--- src/rtl/int_issue_queue.sv ---
// Age-ordered, compacting issue queue for the integer FU; snoops the CDB for operand wakeup.
// Optional macro IQ_CDB_BYPASS_EN: lets a CDB wakeup select and issue in the same cycle.
package int_issue_queue_pkg;
  parameter int CDB_TAG_W = 6;
  parameter int CDB_XLEN  = 32;
  typedef struct packed {
    logic                 valid;
    logic [CDB_TAG_W-1:0] tag;
    logic [CDB_XLEN-1:0]  data;
  } cdb_bus;
endpackage

module int_issue_queue
  import int_issue_queue_pkg::*;
#(
  parameter int DEPTH = 4,
  parameter int TAG_W = 6,
  parameter int XLEN  = 32
) (
  input  logic                       clk,
  input  logic                       rst,
  input  logic                       flush,
  input  logic                       dispatch_valid,
  output logic                       dispatch_ready,
  input  logic [3:0]                 dispatch_op,
  input  logic [TAG_W-1:0]           dispatch_rd_tag,
  input  logic                       dispatch_rs1_rdy,
  input  logic                       dispatch_rs2_rdy,
  input  logic [TAG_W-1:0]           dispatch_rs1_tag,
  input  logic [TAG_W-1:0]           dispatch_rs2_tag,
  input  logic [XLEN-1:0]            dispatch_rs1_data,
  input  logic [XLEN-1:0]            dispatch_rs2_data,
  input  cdb_bus                     CDB_output,
  input  logic                       int_fu_ready,
  output logic                       issue_int,
  output logic [3:0]                 issue_op,
  output logic [TAG_W-1:0]           issue_rd_tag,
  output logic [XLEN-1:0]            issue_rs1_data,
  output logic [XLEN-1:0]            issue_rs2_data,
  output logic [$clog2(DEPTH+1)-1:0] iq_count
);
  localparam int CW = $clog2(DEPTH+1);
  localparam int IW = $clog2(DEPTH);

  typedef struct packed {
    logic             valid;
    logic [3:0]       op;
    logic [TAG_W-1:0] rd_tag;
    logic             rdy1;
    logic [TAG_W-1:0] tag1;
    logic [XLEN-1:0]  data1;
    logic             rdy2;
    logic [TAG_W-1:0] tag2;
    logic [XLEN-1:0]  data2;
  } entry_t;

  entry_t           q     [DEPTH];
  entry_t           woken [DEPTH];
  entry_t           nxt   [DEPTH];
  entry_t           disp_e;
  entry_t           cand;
  logic [DEPTH-1:0] elig;
  logic             found;
  logic [IW-1:0]    sel;
  logic [CW-1:0]    count;
  logic [CW-1:0]    count_nxt;
  logic [CW-1:0]    ins_idx;
  logic             accept;
  logic             cdb_v;
  logic [TAG_W-1:0] cdb_tag;
  logic [XLEN-1:0]  cdb_data;

  assign cdb_v    = CDB_output.valid;
  assign cdb_tag  = TAG_W'(CDB_output.tag);
  assign cdb_data = XLEN'(CDB_output.data);

  // Registered entries with this cycle's CDB result merged into waiting sources.
  always_comb begin
    for (int i = 0; i < DEPTH; i++) begin
      woken[i] = q[i];
      if (q[i].valid && !q[i].rdy1 && cdb_v && q[i].tag1 == cdb_tag) begin
        woken[i].rdy1  = 1'b1;
        woken[i].data1 = cdb_data;
      end
      if (q[i].valid && !q[i].rdy2 && cdb_v && q[i].tag2 == cdb_tag) begin
        woken[i].rdy2  = 1'b1;
        woken[i].data2 = cdb_data;
      end
`ifdef IQ_CDB_BYPASS_EN
      elig[i] = woken[i].valid && woken[i].rdy1 && woken[i].rdy2;
`else
      elig[i] = q[i].valid && q[i].rdy1 && q[i].rdy2;
`endif
    end
  end

  // Oldest eligible entry wins: scan downward so the lowest index is written last.
  always_comb begin
    found = 1'b0;
    sel   = '0;
    for (int i = DEPTH - 1; i >= 0; i--) begin
      if (elig[i]) begin
        found = 1'b1;
        sel   = IW'(i);
      end
    end
  end

`ifdef IQ_CDB_BYPASS_EN
  assign cand = woken[sel];
`else
  assign cand = q[sel];
`endif

  assign issue_int      = found && int_fu_ready && !flush;
  assign issue_op       = found ? cand.op     : '0;
  assign issue_rd_tag   = found ? cand.rd_tag : '0;
  assign issue_rs1_data = found ? cand.data1  : '0;
  assign issue_rs2_data = found ? cand.data2  : '0;

  assign dispatch_ready = count < CW'(DEPTH);
  assign iq_count       = count;
  assign accept         = dispatch_valid && dispatch_ready && !flush;
  assign ins_idx        = count - CW'(issue_int);

  always_comb begin
    disp_e        = '0;
    disp_e.valid  = 1'b1;
    disp_e.op     = dispatch_op;
    disp_e.rd_tag = dispatch_rd_tag;
    disp_e.rdy1   = dispatch_rs1_rdy;
    disp_e.tag1   = dispatch_rs1_tag;
    disp_e.data1  = dispatch_rs1_data;
    disp_e.rdy2   = dispatch_rs2_rdy;
    disp_e.tag2   = dispatch_rs2_tag;
    disp_e.data2  = dispatch_rs2_data;
    if (!dispatch_rs1_rdy && cdb_v && dispatch_rs1_tag == cdb_tag) begin
      disp_e.rdy1  = 1'b1;
      disp_e.data1 = cdb_data;
    end
    if (!dispatch_rs2_rdy && cdb_v && dispatch_rs2_tag == cdb_tag) begin
      disp_e.rdy2  = 1'b1;
      disp_e.data2 = cdb_data;
    end
  end

  // Compaction: slots at or above the issued one take their upper neighbour.
  always_comb begin
    for (int i = 0; i < DEPTH; i++) begin
      nxt[i] = woken[i];
      if (issue_int && IW'(i) >= sel) begin
        if (i < DEPTH - 1) nxt[i] = woken[(i + 1) % DEPTH];
        else               nxt[i] = '0;
      end
      if (accept && ins_idx == CW'(i)) nxt[i] = disp_e;
      if (flush) nxt[i] = '0;
    end
    count_nxt = flush ? '0 : count - CW'(issue_int) + CW'(accept);
  end

  always_ff @(posedge clk or posedge rst) begin
    if (rst) begin
      for (int i = 0; i < DEPTH; i++) q[i] <= '0;
      count <= '0;
    end else begin
      for (int i = 0; i < DEPTH; i++) q[i] <= nxt[i];
      count <= count_nxt;
    end
  end
endmodule

--- config.mk ---
export PLATFORM = sky130hd
export DESIGN_NAME = int_issue_queue
export DESIGN_NICKNAME = d
export VERILOG_FILES = /design/src/rtl/int_issue_queue.sv
export SDC_FILE = /design/constraint.sdc
export NUM_CORES = 1
export LEC_CHECK = 0
export ABC_AREA = 1
export CORE_ASPECT_RATIO = 1.5
export CORE_UTILIZATION = 45
export CTS_CLUSTER_DIAMETER = 150
export CTS_CLUSTER_SIZE = 8
export DETAILED_ROUTE_END_ITERATION = 12
export MAX_ROUTING_LAYER = met4
export PLACE_DENSITY = 0.69
export SKIP_CTS_REPAIR_TIMING = 1
export SYNTH_ARGS = -nofsm -noshare
export SYNTH_HDL_FRONTEND = slang
export SYNTH_SLANG_ARGS = --single-unit
--- constraint.sdc ---
create_clock -name clk -period 15.5 [get_ports clk]
set_input_delay 3.1 -clock clk [delete_from_list [all_inputs] [get_ports clk]]
set_output_delay 3.1 -clock clk [all_outputs]
set_load 0.005 [all_outputs]
**Word-level counts from Yosys, hierarchy flattened**

Index checks and enable logic that the tools add are counted.

- $add $sub $neg: 2
- Order comparisons: 6
- Equal/unequal tests: 13
- Mux-type cells: 48
- Bitwise logic cells: 1
- Reduce and logical (&&, ||, !) cells: 66

Operators with widths:

| operator | count |
|---|---|
| $mux W89 | 12 |
| $mux W32 | 12 |
| $bmux W89 S2 | 1 |
| $mux W88 | 2 |
| $eq A6 B6 Y1 | 10 |
| $logic_and A1 B1 Y1 | 48 |
| $mux W1 | 14 |
| $reduce_bool A3 Y1 | 4 |
| $logic_not A1 Y1 | 11 |
| $mux W2 | 4 |
| $reduce_bool A4 Y1 | 2 |
| $eq A3 B2 Y1 const B | 2 |
| $mux W6 | 1 |
| $ge A1 B2 Y1 const A | 2 |
| $ge A2 B2 Y1 const A | 2 |
| $mux W4 | 1 |
| $add A3 B1 Y3 | 1 |
| $eq A3 B1 Y1 const B | 1 |
| $ge A3 B3 Y1 const B | 1 |
| $logic_not A3 Y1 | 1 |
| $lt A3 B3 Y1 const B | 1 |
| $mux W3 | 1 |
| $not A2 Y3 | 1 |
| $sub A3 B1 Y3 | 1 |

- Register bits: 359
- Output and inout port bits: 79
- Word-level logic and storage cells: 173

**Depth between registers and ports, before layout**

Gate-level depths: netlist of run 1.

- Depth after elaboration: 13
- Mapped depth: 18
- Mapped depth without buffers: 17

**Least setup slack after synthesis of run 1**

OpenSTA, ideal clock, no wires.

- Path type: input to output
- Start point: in flush
- End point: out issue_int
- Arrival: 3.592 ns
- Setup slack: 8.808 ns
- Stages on the path: 4
- Path buffers: 1
- Cells stage by stage: buf_4 -> nor2_1 -> nand2_2 -> inv_2

- Cells in the longest elaborated chain, start to end: 2

Ends and longest elaborated chain:

| element | line | text |
|---|---|---|
| start, declared | 22 | `input logic flush,` |
| $logic_not A1 Y1 | 115 | `assign issue_int = found && int_fu_ready && !flush;` |
| $logic_and A1 B1 Y1 | 115 |  |
| end, declared | 35 | `output logic issue_int,` |

Every way passes these cells.

**Final worst setup path of run 1**

- Start point: in int_fu_ready
- End point: out issue_int

- Cells in the longest elaborated chain, start to end: 2

Ends and longest elaborated chain:

| element | line | text |
|---|---|---|
| start, declared | 34 | `input logic int_fu_ready,` |
| $logic_and A1 B1 Y1 (2 in a row) | 115 |  |

Every way passes these cells.

==> impl_results.md, run 1 <==
- Synth top area share: 33.6%
- Initial Utilization: 45.4%
- First-pass GRT wire length: 168000 um
- Mapped Cells: 4258
- RSZ-0062 raised after global routing: no
- Ports: 211
- Final instance area: 30100 um^2
- Vias in the first global route: 28.3k
- P_int: 1.71 mW
- Grt total ovfl: 0
- Post-synth EDFFs: 0
- DIE WIDTH: 201 um
- Die area: 60500 um^2
- Psw: 0.762 mW
- Hold path cells: 2
- Seq. cell area: 8980 um^2
- Clk Latency, worst-skew pair: 0.61 ns
- Net Sw Frac: 30.8%
- Syn Area/Cell: 6.29 um^2
- Largest net degree at the start of global routing: 214
- Critical R2R Launch: q[266]$_DFFE_PP0P_
- Unique masters post-synth: 39
- Post-synth top flop: dfrtp_1
- Post-route insts no fill: 5058
- CP cell instances: clkdlybuf4s50_1, inv_1, nor2_1, nand2_2, inv_2, clkdlybuf4s50_1
- Buffers on Ports: 210
- Drt via density: 5.84
- Row count: 109
- Setup crit end kind: output port
- Yosys warns: 0
- Initial antenna violation count: 2
- All-Layer GR Usage: 37.7%
- Sequential cell area fraction in the yosys report: 33.6%
- DRC viols: 0
- CP startpoint: int_fu_ready
- Final min period: 7.99 ns
- Root Buffer: clkbuf_16
- CTS max path bufs: 3
- Average routed wire per standard cell: 22.1 um
- Share of total power in the clock network: 41.6%
- 1st-iter DRT viols: 2883
- Dpl cell area: 28700 um^2
- Total CTS buffers: 50
- Worst Path Buf+Inv: 4
- Final-report setup violation count: 0
- Area taken by multi-input logic gates: 13800 um^2
- Sequential share of power: 41.0%
- Status: complete, no violations
- First-pass DRT Iterations: 9
- Crit-path max cell delay: 0.57 ns
- CP delay by family, top: buffers and inverters
- Slew margin rel.: 17.5%
- Worst endpoint data arrival time: 4.89 ns
- Final Wtd Congestion: 0.924
- DIE HEIGHT: 301 um
- Peak Freq: 0.125 GHz
- CTS H-tree depth: 2
- Synth top area cells: dfrtp_1, nand2_1, inv_1
- Vias post-DR: 29.6k
- Worst Path Max Fanout: 3
- Antenna Nets Post-Route: 0
- Count leader, synth: nand2_1
- Slowest cell on the critical path: clkdlybuf4s50_1
- Maximum vdd drop: 0.0944 mV
- Reg2reg path depth: 18
- Setup tns final: 0 ns
- Critical Path Source Type: input pin
- Worst-path clk slew: 0.05 ns
- Final Cycle Share: 51.5%
- Reg-to-reg endpoint: q[272]$_DFFE_PP0P_
- Total stage count of the critical path: 6
- Cell repeated most along the worst path: clkdlybuf4s50_1
- Post-Route WL: 112000 um
- Maxcap violations: 0
- CTS Sinks: 359
- Clock skew: 0.0128 ns
- Worst slew pin tran: 1.24 ns
- Commonest cells post-synth: nand2_1, inv_1, nand3_1
- Synth-to-Final Area Change: 12.3%
- Worst Path Required: 12.40 ns
- Max Slew Vio Count: 0
- Final HPWL DP: 66400 um
- Worst Hold Class: flip-flop to flip-flop
- Hold slack: 0.470 ns
- Dominant cell type by area after synthesis: dfrtp_1
- Pleak: 15.6 nW
- Syn_nets: 4392
- Comb power frac: 17.4%
- Placed Cells incl. Taps: 5002
- Fillers: 6237
- Core Area: 58900 um^2
- Cell Area, Synth: 26800 um^2
- CTS tree: built
- WS Path Type: input pin to output port
- Yosys reg bits: 359
- Critical Path Sink: issue_int
- Fin. Hold Viols: 0
- Share of cells above drive strength 1: 5.12%
- Post-synthesis async set-or-reset flop share: 100%
- Post-layout net count: 4411
- R2R Setup Slk: 10.69 ns
- Pwr per Cell Area: 82.2 nW/um^2
[cells by family after synthesis]
family	synth area share (%)
buf+inv	15.2
fa+ha+maj	0.0935
simple gates	36.6
compound gates	13.9
flops	33.6
xor+xnor	0.626
[worst reg2reg max path, stage by stage, from the launching register on]
cell     delay, ns
dfrtp_1       0.43
nand3_1       0.13
nand2_1       0.16
inv_2         0.11
nand2_2       0.07
nand2_2       0.10
inv_2         0.11
ha_1          0.22
ha_1          0.24
xnor2_4       0.28
nand2_4       0.15
nor2_8        0.77
buf_4         0.79
nor2_8        0.20
nand2_4       0.15
nand2_4       0.40
a21oi_2       0.31
nand2_1       0.08
nand2_1       0.06
[cells in the final DEF (no fill, tap or decap), drive strengths merged]
cell type      count
buf               40
nor2              60
nand2           1647
nand3            478
xnor2             12
clkinv             3
diode              2
nor2b              1
clkbuf            54
o22ai             48
inv              680
or2                1
clkdlybuf4s50    210
xor2               5
o211ai           149
a22oi              4
nor3               2
ha                 2
o221ai             5
o21ai            302
a21oi            118
nand4             99
dfrtp            359
[final cells by class]
cell class / count / area share, %
diodes: 2 / 0.0167
clock buffers: 54 / 4.43
inverters: 683 / 8.61
multi-input cells: 2933 / 45.8
flip-flops and latches: 359 / 29.9
well taps: 777 / 3.24
repair buffers: 250 / 8.04
[state kept, by name, summed over array words and instances (netlist names)]
register,flops
iq_count,3
q,356
[per-stage QoR]
stage / total power, mW / util (%) / setup slack (ns)
floorplan: 1.29 / - / 2.44
global placement: 1.44 / 48.7 / 7.54
detailed placement: 1.45 / 48.7 / 7.54
CTS: 2.46 / 51.0 / 7.53
global route: 2.54 / 51.0 / 7.49
finish: 2.47 / 51.0 / 7.51
[power by group through the flow]
stage,Sequential (mW),Clock [mW],Combinational [mW]
finish,1.01,1.03,0.429
global route,1.02,1.06,0.464
CTS,1.01,1.03,0.420
detailed placement,1.03,0,0.418
global placement,1.03,0,0.414
floorplan,1.02,0,0.263
[routing by layer]
layer  vias up  global-route usage, %  routed length (um)
li1      13500                      -                   -
met1     13900                   41.9               39100
met2      1737                   60.0               51600
met3       474                   6.19               10800
met4         0                   30.4               10200
met5         -                      -                   0
[worst min-delay path by stage]
stage	slack, ns	endpoint	start
after global routing	0.49	q[263]$_DFFE_PP0P_	q[263]$_DFFE_PP0P_
final	0.47	q[258]$_DFFE_PP0P_	q[258]$_DFFE_PP0P_
after global placement	0.45	q[265]$_DFFE_PP0P_	q[265]$_DFFE_PP0P_
after CTS	0.47	q[263]$_DFFE_PP0P_	q[263]$_DFFE_PP0P_
after floorplan	0.44	q[256]$_DFFE_PP0P_	q[256]$_DFFE_PP0P_
after detailed placement	0.46	q[261]$_DFFE_PP0P_	q[261]$_DFFE_PP0P_
No activity file was read; power rests on OpenSTA's default activity.
==> run 2, diff against run 1 <==
clock period = 7.4 ns   (was 15.5 ns; I/O delays follow)
==> impl_results.md, run 2 (synthesized netlist as in run 1, its figures left out) <==
- Initial antenna violation count: 1 (was 2)
- Total CTS buffers: 50 (unchanged)
- Total power: 5.13 mW (was 2.47 mW)
- WS Path Type: flip-flop to output port (was input pin to output port)
- Flip-flop count of the largest register after layout: 356 (unchanged)
- Critical R2R Launch: q[266]$_DFFE_PP0P_ (unchanged)
- Final min period: 5.84 ns
- Reg2reg path depth: 17 (was 18)
- CTS H-tree depth: 2 (unchanged)
- 1st-iter DRT viols: 2849 (was 2883)
- Largest net degree at the start of global routing: 153 (was 214)
- Maximum vdd drop: 0.163 mV (was 0.0944 mV)
- All-Layer GR Usage: 37.4% (was 37.7%)
- Hold path cells: 2 (unchanged)
- RSZ-0062 raised after global routing: no (unchanged)
- Peak Freq: 0.171 GHz
- Initial Utilization: 45.4% (unchanged)
- Antenna Nets Post-Route: 0 (unchanged)
- Clk Latency, worst-skew pair: 0.63 ns (was 0.61 ns)
- Hold slack: 0.467 ns (was 0.470 ns)
- Buffers on Ports: 210 (unchanged)
- Met2 wire len: 51000 um (was 51600 um)
- Post-Route WL: 111000 um (was 112000 um)
- Vias in the first global route: 28.2k (was 28.3k)
- Average routed wire per standard cell: 21.9 um (was 22.1 um)
- Worst Path Required: 5.92 ns (was 12.40 ns)
- Vias post-DR: 29.6k (about the same)
- DRC viols: 0 (unchanged)
- Fin. Hold Viols: 0 (unchanged)
- CTS max path bufs: 3 (unchanged)
- Worst slew pin tran: 1.16 ns (was 1.24 ns)
- Final-report setup violation count: 0 (unchanged)
- Psw: 1.59 mW (was 0.762 mW)
- R2R Setup Slk: 3.25 ns (was 10.69 ns)
- Post-layout net count: 4414 (was 4411)
- Final HPWL DP: 67800 um (was 66400 um)
- Die area: 60500 um^2 (unchanged)
- Pwr per Cell Area: 171 nW/um^2 (was 82.2 nW/um^2)
- Hold endpoint: q[256]$_DFFE_PP0P_ (was q[258]$_DFFE_PP0P_)
- CTS tree: built (unchanged)
- Ports: 211 (unchanged)
- CTS Sinks: 359 (unchanged)
- Metal3 WL: 10500 um (was 10800 um)
- Drt via density: 5.84 (about the same)
- Worst-path clk slew: 0.06 ns (was 0.05 ns)
- Placed Cells incl. Taps: 5005 (was 5002)
- Setup crit end kind: output port (unchanged)
- Worst Hold Class: flip-flop to flip-flop (unchanged)
- Status: complete, no violations (unchanged)
- Synth-to-Final Area Change: 12.3% (about the same)
- Grt total ovfl: 0 (unchanged)
- Share of cells above drive strength 1: 5.14% (was 5.12%)
- Comb power frac: 17.4% (about the same)
- Final Cycle Share: 79.0%
- First-pass DRT Iterations: 6 (was 9)
- Maxcap violations: 0 (unchanged)
- Core Area: 58900 um^2 (unchanged)
- DP Worst Slack: 1.85 ns (was 7.54 ns)
- Net Sw Frac: 31.0% (was 30.8%)
- Max Slew Vio Count: 0 (unchanged)
- Row count: 109 (unchanged)
- Post-route insts no fill: 5059 (was 5058)
- DIE HEIGHT: 301 um (unchanged)
- Final Wtd Congestion: 0.988 (was 0.924)
- Most common cell after layout, fill and taps aside: nand2_1 (unchanged)
- DIE WIDTH: 201 um (unchanged)
- Biggest register: q (unchanged)
- Setup WS post-layout: 1.56 ns (was 7.51 ns)
- P_int: 3.54 mW (was 1.71 mW)
- Most frequent cells in the layout: nand2_1, inv_1, nand3_1 (unchanged)
- Reg-to-reg endpoint: q[246]$_DFF_PP0_ (was q[272]$_DFFE_PP0P_)
- Setup tns final: 0 ns (unchanged)
- Slew margin rel.: 22.3% (was 17.5%)
- First-pass GRT wire length: 167000 um (was 168000 um)
- Critical Path Source Type: flip-flop (was input pin)
- Metal-1 WL: 38500 um (was 39100 um)
- Sequential share of power: 41.5% (was 41.0%)
- Share of total power in the clock network: 41.2% (was 41.6%)
- Root Buffer: clkbuf_16 (unchanged)
- Pleak: 15.6 nW (about the same)
- Worst endpoint data arrival time: 4.36 ns (was 4.89 ns)
- Clock skew: 0.0306 ns (was 0.0128 ns)
- Top sig layer: met4 (unchanged)
- Hold path start: q[256]$_DFFE_PP0P_ (was q[258]$_DFFE_PP0P_)
- Worst Path Max Fanout: 57 (was 3)
==> run 2: changes by cell type in the layout (fill, tap and decap cells not counted), sizes merged <==
cell | previous run | this run
buf | 40 | 43
diode | 2 | 1
clkinvlp | 0 | 1
clkbuf | 54 | 52
==> run 2: critical path, cell delays in order (launching register included) <==
cell and delay [ns]:
dfrtp_1 0.45, nand3_1 0.14, nand2_1 0.17, nor2_4 0.71
buf_4 0.89, o211ai_1 0.26, a21oi_1 0.49, clkdlybuf4s50_1 0.61
==> run 2: area by class of cell <==
class | instances | area [um^2]
multi-input combinational | 2933 | 13800
clock buffer | 52 | 1280
inverter | 683 | 2580
fill | 6211 | 28900
sequential | 359 | 8980
tap | 777 | 972
antenna | 1 | 2.50
timing repair buffer | 253 | 2470
clock inverter | 1 | 8.76
==> run 2: layer usage <==
layer  vias up  track usage [%]
met5         -                -
met4         0             33.2
met3       529             6.52
met2      1756             58.6
met1     13800             41.0
li1      13500                -
==> run 2: how the worst max path moves through the flow <==
| stage | start | endpoint | slack, ns | depth (start not counted) |
|---|---|---|---|---|
| final | q[266]$_DFFE_PP0P_ | issue_rs2_data[0] | 1.56 | 7 |
| after global routing | q[266]$_DFFE_PP0P_ | issue_rs2_data[0] | 1.57 | 7 |
| after CTS | q[266]$_DFFE_PP0P_ | issue_rs2_data[0] | 1.61 | 7 |
| after detailed placement | flush | q[244]$_DFF_PP0_ | 1.85 | 16 |
| after global placement | flush | q[245]$_DFF_PP0_ | 1.93 | 16 |
| after floorplan | rst | iq_count[0]$_DFF_PP0_ | 1.11 | 1 |
==> run 2: stage by stage <==
step           instance area (um^2)  utilization (%)
3_5_place_dp                  28800             48.8
3_3_place_gp                  28800             48.8
4_1_cts                       30100             51.0
2_1_floorplan                 26800                -
5_1_grt                       30100             51.0
6_report                      30100             51.0
==> run 2: power by group through the flow <==
stage | combinational, mW | sequential [mW] | clock (mW)
6_report | 0.892 | 2.13 | 2.11
5_1_grt | 0.969 | 2.14 | 2.19
4_1_cts | 0.875 | 2.12 | 2.12
3_5_place_dp | 0.871 | 2.16 | 0
3_3_place_gp | 0.865 | 2.15 | 0
2_1_floorplan | 0.552 | 2.14 | 0
